File: src/rtl/kbd_pkg.sv
// Shared constants for the keyboard buffer stage.
// Port addresses, controller command bytes and status register bit positions,
// plus a helper that assembles the 0x64 status byte.
package kbd_pkg;

   localparam logic [15:0] KBD_DATA  = 16'h0060;
   localparam logic [15:0] KBD_PB    = 16'h0061;
   localparam logic [15:0] KBD_STAT  = 16'h0064;

   localparam logic [7:0]  CMD_DIS   = 8'hAD;
   localparam logic [7:0]  CMD_ENA   = 8'hAE;
   localparam logic [7:0]  CMD_FLUSH = 8'hFF;

   // Status register bit positions
   localparam int ST_OBF = 0;   // output buffer full
   localparam int ST_SYS = 2;   // system flag, always 1
   localparam int ST_INH = 4;   // inhibit switch off, always 1
   localparam int ST_OVF = 5;   // sticky receive overflow

   function automatic logic [7:0] status_byte(input logic ovf, input logic not_empty);
      logic [7:0] s;
      s         = 8'h00;
      s[ST_OBF] = not_empty;
      s[ST_SYS] = 1'b1;
      s[ST_INH] = 1'b1;
      s[ST_OVF] = ovf;
      return s;
   endfunction

endpackage

File: src/rtl/sync_fifo.sv
// Synchronous byte FIFO with first-word-fall-through head.
// Ports:
//   clock, resetn       clock and asynchronous active-low reset
//   push_i, data_i      write request and byte
//   pop_i               read request (ignored when empty)
//   flush_i             clear pointers/count; overrides push and pop
//   head_o              byte at the head of the queue
//   empty_o, full_o     occupancy flags for the current cycle
//   count_next_o        occupancy after this cycle's push/pop/flush
module sync_fifo #(
   parameter int DEPTH = 16,
   parameter int AW    = 4
) (
   input  logic          clock,
   input  logic          resetn,
   input  logic          push_i,
   input  logic [7:0]    data_i,
   input  logic          pop_i,
   input  logic          flush_i,
   output logic [7:0]    head_o,
   output logic          empty_o,
   output logic          full_o,
   output logic [AW:0]   count_next_o
);

   logic [7:0]    mem_q [DEPTH];
   logic [AW-1:0] wr_ptr_q, wr_ptr_d;
   logic [AW-1:0] rd_ptr_q, rd_ptr_d;
   logic [AW:0]   count_q, count_d;
   logic          wr_en, rd_en;

   assign empty_o = (count_q == '0);
   assign full_o  = (count_q == (AW+1)'(DEPTH));
   assign head_o  = mem_q[rd_ptr_q];

   // A pop frees a slot in the same cycle, so a full FIFO still accepts a push
   // when it is also being read.
   assign rd_en = pop_i && !empty_o && !flush_i;
   assign wr_en = push_i && (!full_o || rd_en) && !flush_i;

   always_comb begin
      wr_ptr_d = wr_ptr_q;
      rd_ptr_d = rd_ptr_q;
      count_d  = count_q;
      if (flush_i) begin
         wr_ptr_d = '0;
         rd_ptr_d = '0;
         count_d  = '0;
      end else begin
         if (wr_en) wr_ptr_d = wr_ptr_q + AW'(1);
         if (rd_en) rd_ptr_d = rd_ptr_q + AW'(1);
         case ({wr_en, rd_en})
            2'b10:   count_d = count_q + (AW+1)'(1);
            2'b01:   count_d = count_q - (AW+1)'(1);
            default: count_d = count_q;
         endcase
      end
   end

   assign count_next_o = count_d;

   always_ff @(posedge clock or negedge resetn) begin
      if (!resetn) begin
         wr_ptr_q <= '0;
         rd_ptr_q <= '0;
         count_q  <= '0;
      end else begin
         wr_ptr_q <= wr_ptr_d;
         rd_ptr_q <= rd_ptr_d;
         count_q  <= count_d;
      end
   end

   // Storage carries no reset so it maps onto RAM; contents are only
   // observable through the pointers, which are reset.
   always_ff @(posedge clock) begin
      if (wr_en) mem_q[wr_ptr_q] <= data_i;
   end

endmodule

File: src/rtl/kbd_fifo.sv
// Keyboard buffer stage: queues PS/2 scancodes and serves them on ports
// 0x60 (data), 0x64 (status/command) and 0x61 (XT acknowledge), with IRQ1.
// Ports:
//   clock, resetn         clock and asynchronous active-low reset
//   ps2_data, ps2_hit     received byte and receive flag (one byte per rising edge)
//   io_addr, io_rd, io_wr, io_din   CPU port access
//   io_dout, io_sel       registered read data and read-hit flag
//   irq1                  level interrupt request
//   kb_enabled            keyboard enable state
module kbd_fifo
   import kbd_pkg::*;
#(
   parameter int DEPTH = 16,
   parameter int AW    = 4
) (
   input  logic        clock,
   input  logic        resetn,
   input  logic [7:0]  ps2_data,
   input  logic        ps2_hit,
   input  logic [15:0] io_addr,
   input  logic        io_rd,
   input  logic        io_wr,
   input  logic [7:0]  io_din,
   output logic [7:0]  io_dout,
   output logic        io_sel,
   output logic        irq1,
   output logic        kb_enabled
);

   logic       prev_hit_q, prev_hit_d;
   logic       push_q, push_d;
   logic [7:0] push_data_q, push_data_d;
   logic       kb_en_q, kb_en_d;
   logic       ovf_q, ovf_d;
   logic [7:0] port61_q, port61_d;
   logic       gap_q, gap_d;
   logic       irq1_q, irq1_d;
   logic [7:0] dout_q, dout_d;
   logic       sel_q, sel_d;

   logic       rd_data, rd_pb, rd_stat, wr_pb, wr_stat;
   logic       flush, ack, pop_req, ovf_evt, empty_next;
   logic       fifo_empty, fifo_full;
   logic [7:0] fifo_head;
   logic [AW:0] count_next;

   assign rd_data = io_rd && (io_addr == KBD_DATA);
   assign rd_pb   = io_rd && (io_addr == KBD_PB);
   assign rd_stat = io_rd && (io_addr == KBD_STAT);
   assign wr_pb   = io_wr && (io_addr == KBD_PB);
   assign wr_stat = io_wr && (io_addr == KBD_STAT);

   assign flush   = wr_stat && (io_din == CMD_FLUSH);
   // XT acknowledge: only a 0->1 edge of port 0x61 bit 7 consumes a byte.
   assign ack     = wr_pb && io_din[7] && !port61_q[7];
   assign pop_req = (rd_data || ack) && !fifo_empty;
   assign ovf_evt = push_q && fifo_full && !pop_req && !flush;
   assign empty_next = (count_next == '0);

   sync_fifo #(.DEPTH(DEPTH), .AW(AW)) u_fifo (
      .clock        (clock),
      .resetn       (resetn),
      .push_i       (push_q),
      .data_i       (push_data_q),
      .pop_i        (pop_req),
      .flush_i      (flush),
      .head_o       (fifo_head),
      .empty_o      (fifo_empty),
      .full_o       (fifo_full),
      .count_next_o (count_next)
   );

   always_comb begin
      prev_hit_d  = ps2_hit;
      push_d      = ps2_hit && !prev_hit_q && kb_en_q;
      push_data_d = push_data_q;
      kb_en_d     = kb_en_q;
      ovf_d       = ovf_q;
      port61_d    = port61_q;
      dout_d      = dout_q;
      sel_d       = rd_data || rd_pb || rd_stat;

      if (push_d) push_data_d = ps2_data;

      if (wr_stat && io_din == CMD_DIS) kb_en_d = 1'b0;
      if (wr_stat && io_din == CMD_ENA) kb_en_d = 1'b1;
      if (wr_pb) port61_d = io_din;

      // Flush clears everything; a fresh overflow beats the clear-on-read.
      if (flush)        ovf_d = 1'b0;
      else if (ovf_evt) ovf_d = 1'b1;
      else if (rd_stat) ovf_d = 1'b0;

      if (rd_data && !fifo_empty) dout_d = fifo_head;
      else if (rd_stat)           dout_d = status_byte(ovf_q, !fifo_empty);
      else if (rd_pb)             dout_d = port61_q;

      // Drop the request for a cycle after each pop that leaves data behind,
      // giving an edge-triggered PIC a new rising edge per byte.
      gap_d  = pop_req && !empty_next;
      irq1_d = !empty_next && !gap_q;
   end

   always_ff @(posedge clock or negedge resetn) begin
      if (!resetn) begin
         prev_hit_q  <= 1'b0;
         push_q      <= 1'b0;
         push_data_q <= 8'h00;
         kb_en_q     <= 1'b1;
         ovf_q       <= 1'b0;
         port61_q    <= 8'h00;
         gap_q       <= 1'b0;
         irq1_q      <= 1'b0;
         dout_q      <= 8'h00;
         sel_q       <= 1'b0;
      end else begin
         prev_hit_q  <= prev_hit_d;
         push_q      <= push_d;
         push_data_q <= push_data_d;
         kb_en_q     <= kb_en_d;
         ovf_q       <= ovf_d;
         port61_q    <= port61_d;
         gap_q       <= gap_d;
         irq1_q      <= irq1_d;
         dout_q      <= dout_d;
         sel_q       <= sel_d;
      end
   end

   assign io_dout    = dout_q;
   assign io_sel     = sel_q;
   assign irq1       = irq1_q;
   assign kb_enabled = kb_en_q;

endmodule

File: config.mk
export PLATFORM = sky130hd
export DESIGN_NAME = kbd_fifo
export DESIGN_NICKNAME = d
export VERILOG_FILES = /design/src/rtl/kbd_pkg.sv /design/src/rtl/sync_fifo.sv /design/src/rtl/kbd_fifo.sv
export SDC_FILE = /design/constraint.sdc
export NUM_CORES = 1
export LEC_CHECK = 0
export ABC_AREA = 0
export CORE_MARGIN = 10
export CORE_UTILIZATION = 35
export DETAILED_ROUTE_END_ITERATION = 10
export GPL_TIMING_DRIVEN = 0
export HOLD_SLACK_MARGIN = 0.15
export PLACE_DENSITY = 0.54
export SYNTH_ARGS = -nofsm -noshare
export SYNTH_HDL_FRONTEND = slang
export SYNTH_SLANG_ARGS = --single-unit
File: constraint.sdc
create_clock -name clock -period 3.4 [get_ports clock]
set_input_delay 0.68 -clock clock [delete_from_list [all_inputs] [get_ports clock]]
set_output_delay 0.68 -clock clock [all_outputs]
set_load 0.05 [all_outputs]
==> qor.csv <==
stage;metric;value;unit
synth;Avg Synthesized Cell Area;15.6;µm²
clocking;CTS max path bufs;2;
synth;post-synthesis sequential area ratio;67.4;%
finish;multi-input gate area in the final layout;2470;µm²
grt;vias in the first global route;4697;
drt;DRT iter0 DRCs;326;
synth;count leader, synth;edfxtp_1;
drt;routed len/inst;20.1;µm
worst_setup_path;Critical Path Fanout Max;5;
run_status;outcome;finished, final reports clean;
finish;post-synthesis to final-layout area growth;25.0;%
grt;total track usage;13.2;%
timing;final-report hold violation count;0;
pwr;Design Power;4.17;mW
finish;layout cell share with drive strength beyond 1;24.7;%
placement;gpl congestion;0.880;
worst_setup_path;Setup crit start kind;input pin;
finish;cell area after layout;9180;µm²
synth;EDFF count, synth;128;
timing;RSZ-0062 raised after global routing;no;
grt;initial antenna violation count;0;
timing;final period utilization;97.2;%
timing;fmax;302;MHz
clocking;Clock Root Buffer;clkbuf_16;
grt;global route total overflow;0;
worst_setup_path;critical path class;in -> reg;
drt;Vias per Instance;5.22;
flow_run;Max-Cap Viols;0;
placement;Detailed Place HPWL;11.9;mm
synth;number of synthesized register bits;172;
timing;minimum clock period;3.31;ns
timing;clock skew;0.00690;ns
synth;top post-synthesis cells by count;edfxtp_1, dfrtp_1, nand2_1, mux4_2, nor2_1;
drt;router iterations before antenna repair;4;
grt;pin count of the biggest net entering global routing;25;
finish;Final Instance Count excl. Fillers;849;
finish;final core utilization;44.9;%
finish;ANT cells;0;
worst_setup_path;Worst setup EP type;flip-flop;
finish;# fillers;1835;
drt;via count;4434;
finish;FF+latch area;4950;µm²
floorplanning;FP Rows;52;
placement;post-placement cell count;795;
synth;Synth area leaders;edfxtp_1, dfrtp_1, mux4_2;
grt;first-pass GRT wire length;27.0;mm
synth;Synth Flop Type;edfxtp_1;
floorplanning;Initial Util;35.9;%
clocking;CTS tree;built;
floorplanning;I/O Pins;48;
floorplanning;die area;27200;µm²
finish;Nets;613;
hold_path;worst min-delay path class;in -> async;
clocking;latest clock arrival within the worst-skew pair;0.42;ns
synth;top cell type's share of synthesized area;52.4;%
clocking;Worst-path clk slew;0.06;ns
floorplanning;die width;165;µm
synth;Async SR Flop Fraction;25.6;%
timing;Max-slew headroom;9.82;%
clocking;CTS H-tree depth;4;
synth;Syn Nets;517;
timing;Slew @ Worst Pin;1.34;ns
drt;Antenna Nets Post-Route;0;
synth;Post-Synthesis Cells;470;
floorplanning;DIE HEIGHT;165;µm
worst_setup_path;CP arrival;3.61;ns
clocking;CTS sink count;172;
synth;synth warn;0;
timing;Pins Over Slew Limit;0;
drt;Total Wirelength;17.1;mm
pwr;Peak VDD IR;0.334;mV
clocking;CTS buffer count;17;
worst_setup_path;CP required;3.70;ns
timing;Setup violations, final;0;
floorplanning;total core area;20400;µm²
synth;Netlist cell types;54;
placement;Port Buf Inserts;46;
placement;Placed Area;8320;µm²
pwr;Power Density;455;nW/µm²
synth;Mapped Area;7340;µm²
pwr;Leak Pwr;3.64;nW
drt;detailed-route DRC error count;0;
synth;Synth area leader;edfxtp_1;
final timing paths:
check                                         end                         from  slack, ns  cells after the start
min                                irq1$_DFF_PN0_                       resetn       0.28                      1
min in group clock                 irq1$_DFF_PN0_              gap_q$_DFF_PN0_       0.41                      1
max                               gap_q$_DFF_PN0_                  io_addr[13]       0.09                     13
max in group asynchronous  io_dout[3]$_DFFE_PN0P_                       resetn       2.59                      2
min reg2reg                        irq1$_DFF_PN0_              gap_q$_DFF_PN0_       0.41                      1
max reg2reg                       gap_q$_DFF_PN0_  u_fifo.count_q[1]$_DFF_PN0_       0.19                     11
through the flow:
stage | setup WS [ns] | setup TNS, ns | hold slack (ns)
after global placement | -1.21 | -80.65 | 0.395
after floorplan | -0.0115 | -0.0231 | 0.384
final | 0.0936 | 0 | 0.282
after detailed placement | -0.992 | -31.39 | 0.396
after CTS | 0.0130 | 0 | 0.293
after global routing | 0.00129 | 0 | 0.317
cell type report:
| type | instances | share of cell area, % |
|---|---|---|
| Tap cell | 270 | 3.68 |
| Timing Repair Buffer | 78 | 7.87 |
| Multi-Input combinational cell | 267 | 26.9 |
| Clock inverter | 14 | 1.51 |
| Sequential cell | 172 | 53.9 |
| Inverter | 11 | 0.450 |
| Clock buffer | 18 | 4.68 |
| Buffer | 19 | 0.968 |
flip-flops by register name, summed over array words and instances (netlist names):
name	flops
irq1	1
kb_enabled	1
port61_q	8
gap_q	1
u_fifo.wr_ptr_q	4
u_fifo.mem_q	128
u_fifo.count_q	5
ovf_q	1
u_fifo.rd_ptr_q	4
push_data_q	8
push_q	1
prev_hit_q	1
io_sel	1
io_dout	8
logic make-up (layout without fill, tap and decap cells):
family	after synthesis	in the layout	synth area share, %
DFF	172	172	67.4
and+or+nand+nor	144	144	10.8
AOI/OAI and AO/OA	66	66	6.20
muxes	41	41	11.2
buffers and inverters	31	140	1.91
adders and majority gates	10	10	1.81
xor gates and xnor gates	6	6	0.716
where the power goes:
part / switching, mW / internal, mW / total (mW) / leakage [nW]
registers: 0.000192 / 2.23 / 2.23 / 2.07
clock network: 0.827 / 1.02 / 1.85 / 0.272
logic: 0.0421 / 0.0480 / 0.0901 / 1.30
total: 0.869 / 3.30 / 4.17 / 3.64
routing by layer:
metal	wire, µm	vias up	global-route usage (%)
li1	-	2039	-
met2	8110	145	20.7
met5	0	-	0
met1	7420	2212	16.7
met3	1020	38	3.61
met4	547	0	5.92
cell usage in the layout, fill, tap and decap left out, types with 4 or more instances in the layout:
| master | n |
|---|---|
| mux2_2 | 6 |
| buf_4 | 30 |
| nand2_1 | 42 |
| dlygate4sd2_1 | 7 |
| clkdlybuf4s50_1 | 28 |
| nor2_1 | 28 |
| dlymetal6s2s_1 | 8 |
| a21oi_1 | 13 |
| a22o_1 | 16 |
| o21ai_0 | 15 |
| nor4_4 | 4 |
| ha_1 | 6 |
| nor2b_1 | 4 |
| clkbuf_1 | 11 |
| nor3_1 | 10 |
| clkbuf_16 | 17 |
| nor4b_2 | 4 |
| a22oi_1 | 5 |
| inv_1 | 10 |
| nand3b_1 | 4 |
| nand3_1 | 10 |
| dfrtp_1 | 43 |
| buf_2 | 7 |
| edfxtp_1 | 128 |
| mux4_2 | 32 |
| nand4_1 | 6 |
worst max-delay path, stage by stage:
cell             delay, ns
clkdlybuf4s15_1       0.22
or4_4                 0.58
nor4_4                0.22
nand3_4               0.16
nand3_4               0.14
ha_4                  0.18
buf_4                 0.13
ha_4                  0.21
a21o_4                0.23
a2111oi_4             0.35
a2111oi_4             0.10
nor4_4                0.33
nor3_1                0.08
repair_timing:
| action | CTS | global route |
|---|---|---|
| hold endpoints to repair | 0 | 0 |
| pin swaps | 14 | 18 |
| setup buffers | 14 | 9 |
| setup endpoints to repair | 20 | 4 |
| resized for setup | 20 | 18 |
| hold buffers | 0 | 0 |
Note: power is estimated with default switching activity, not from simulation.
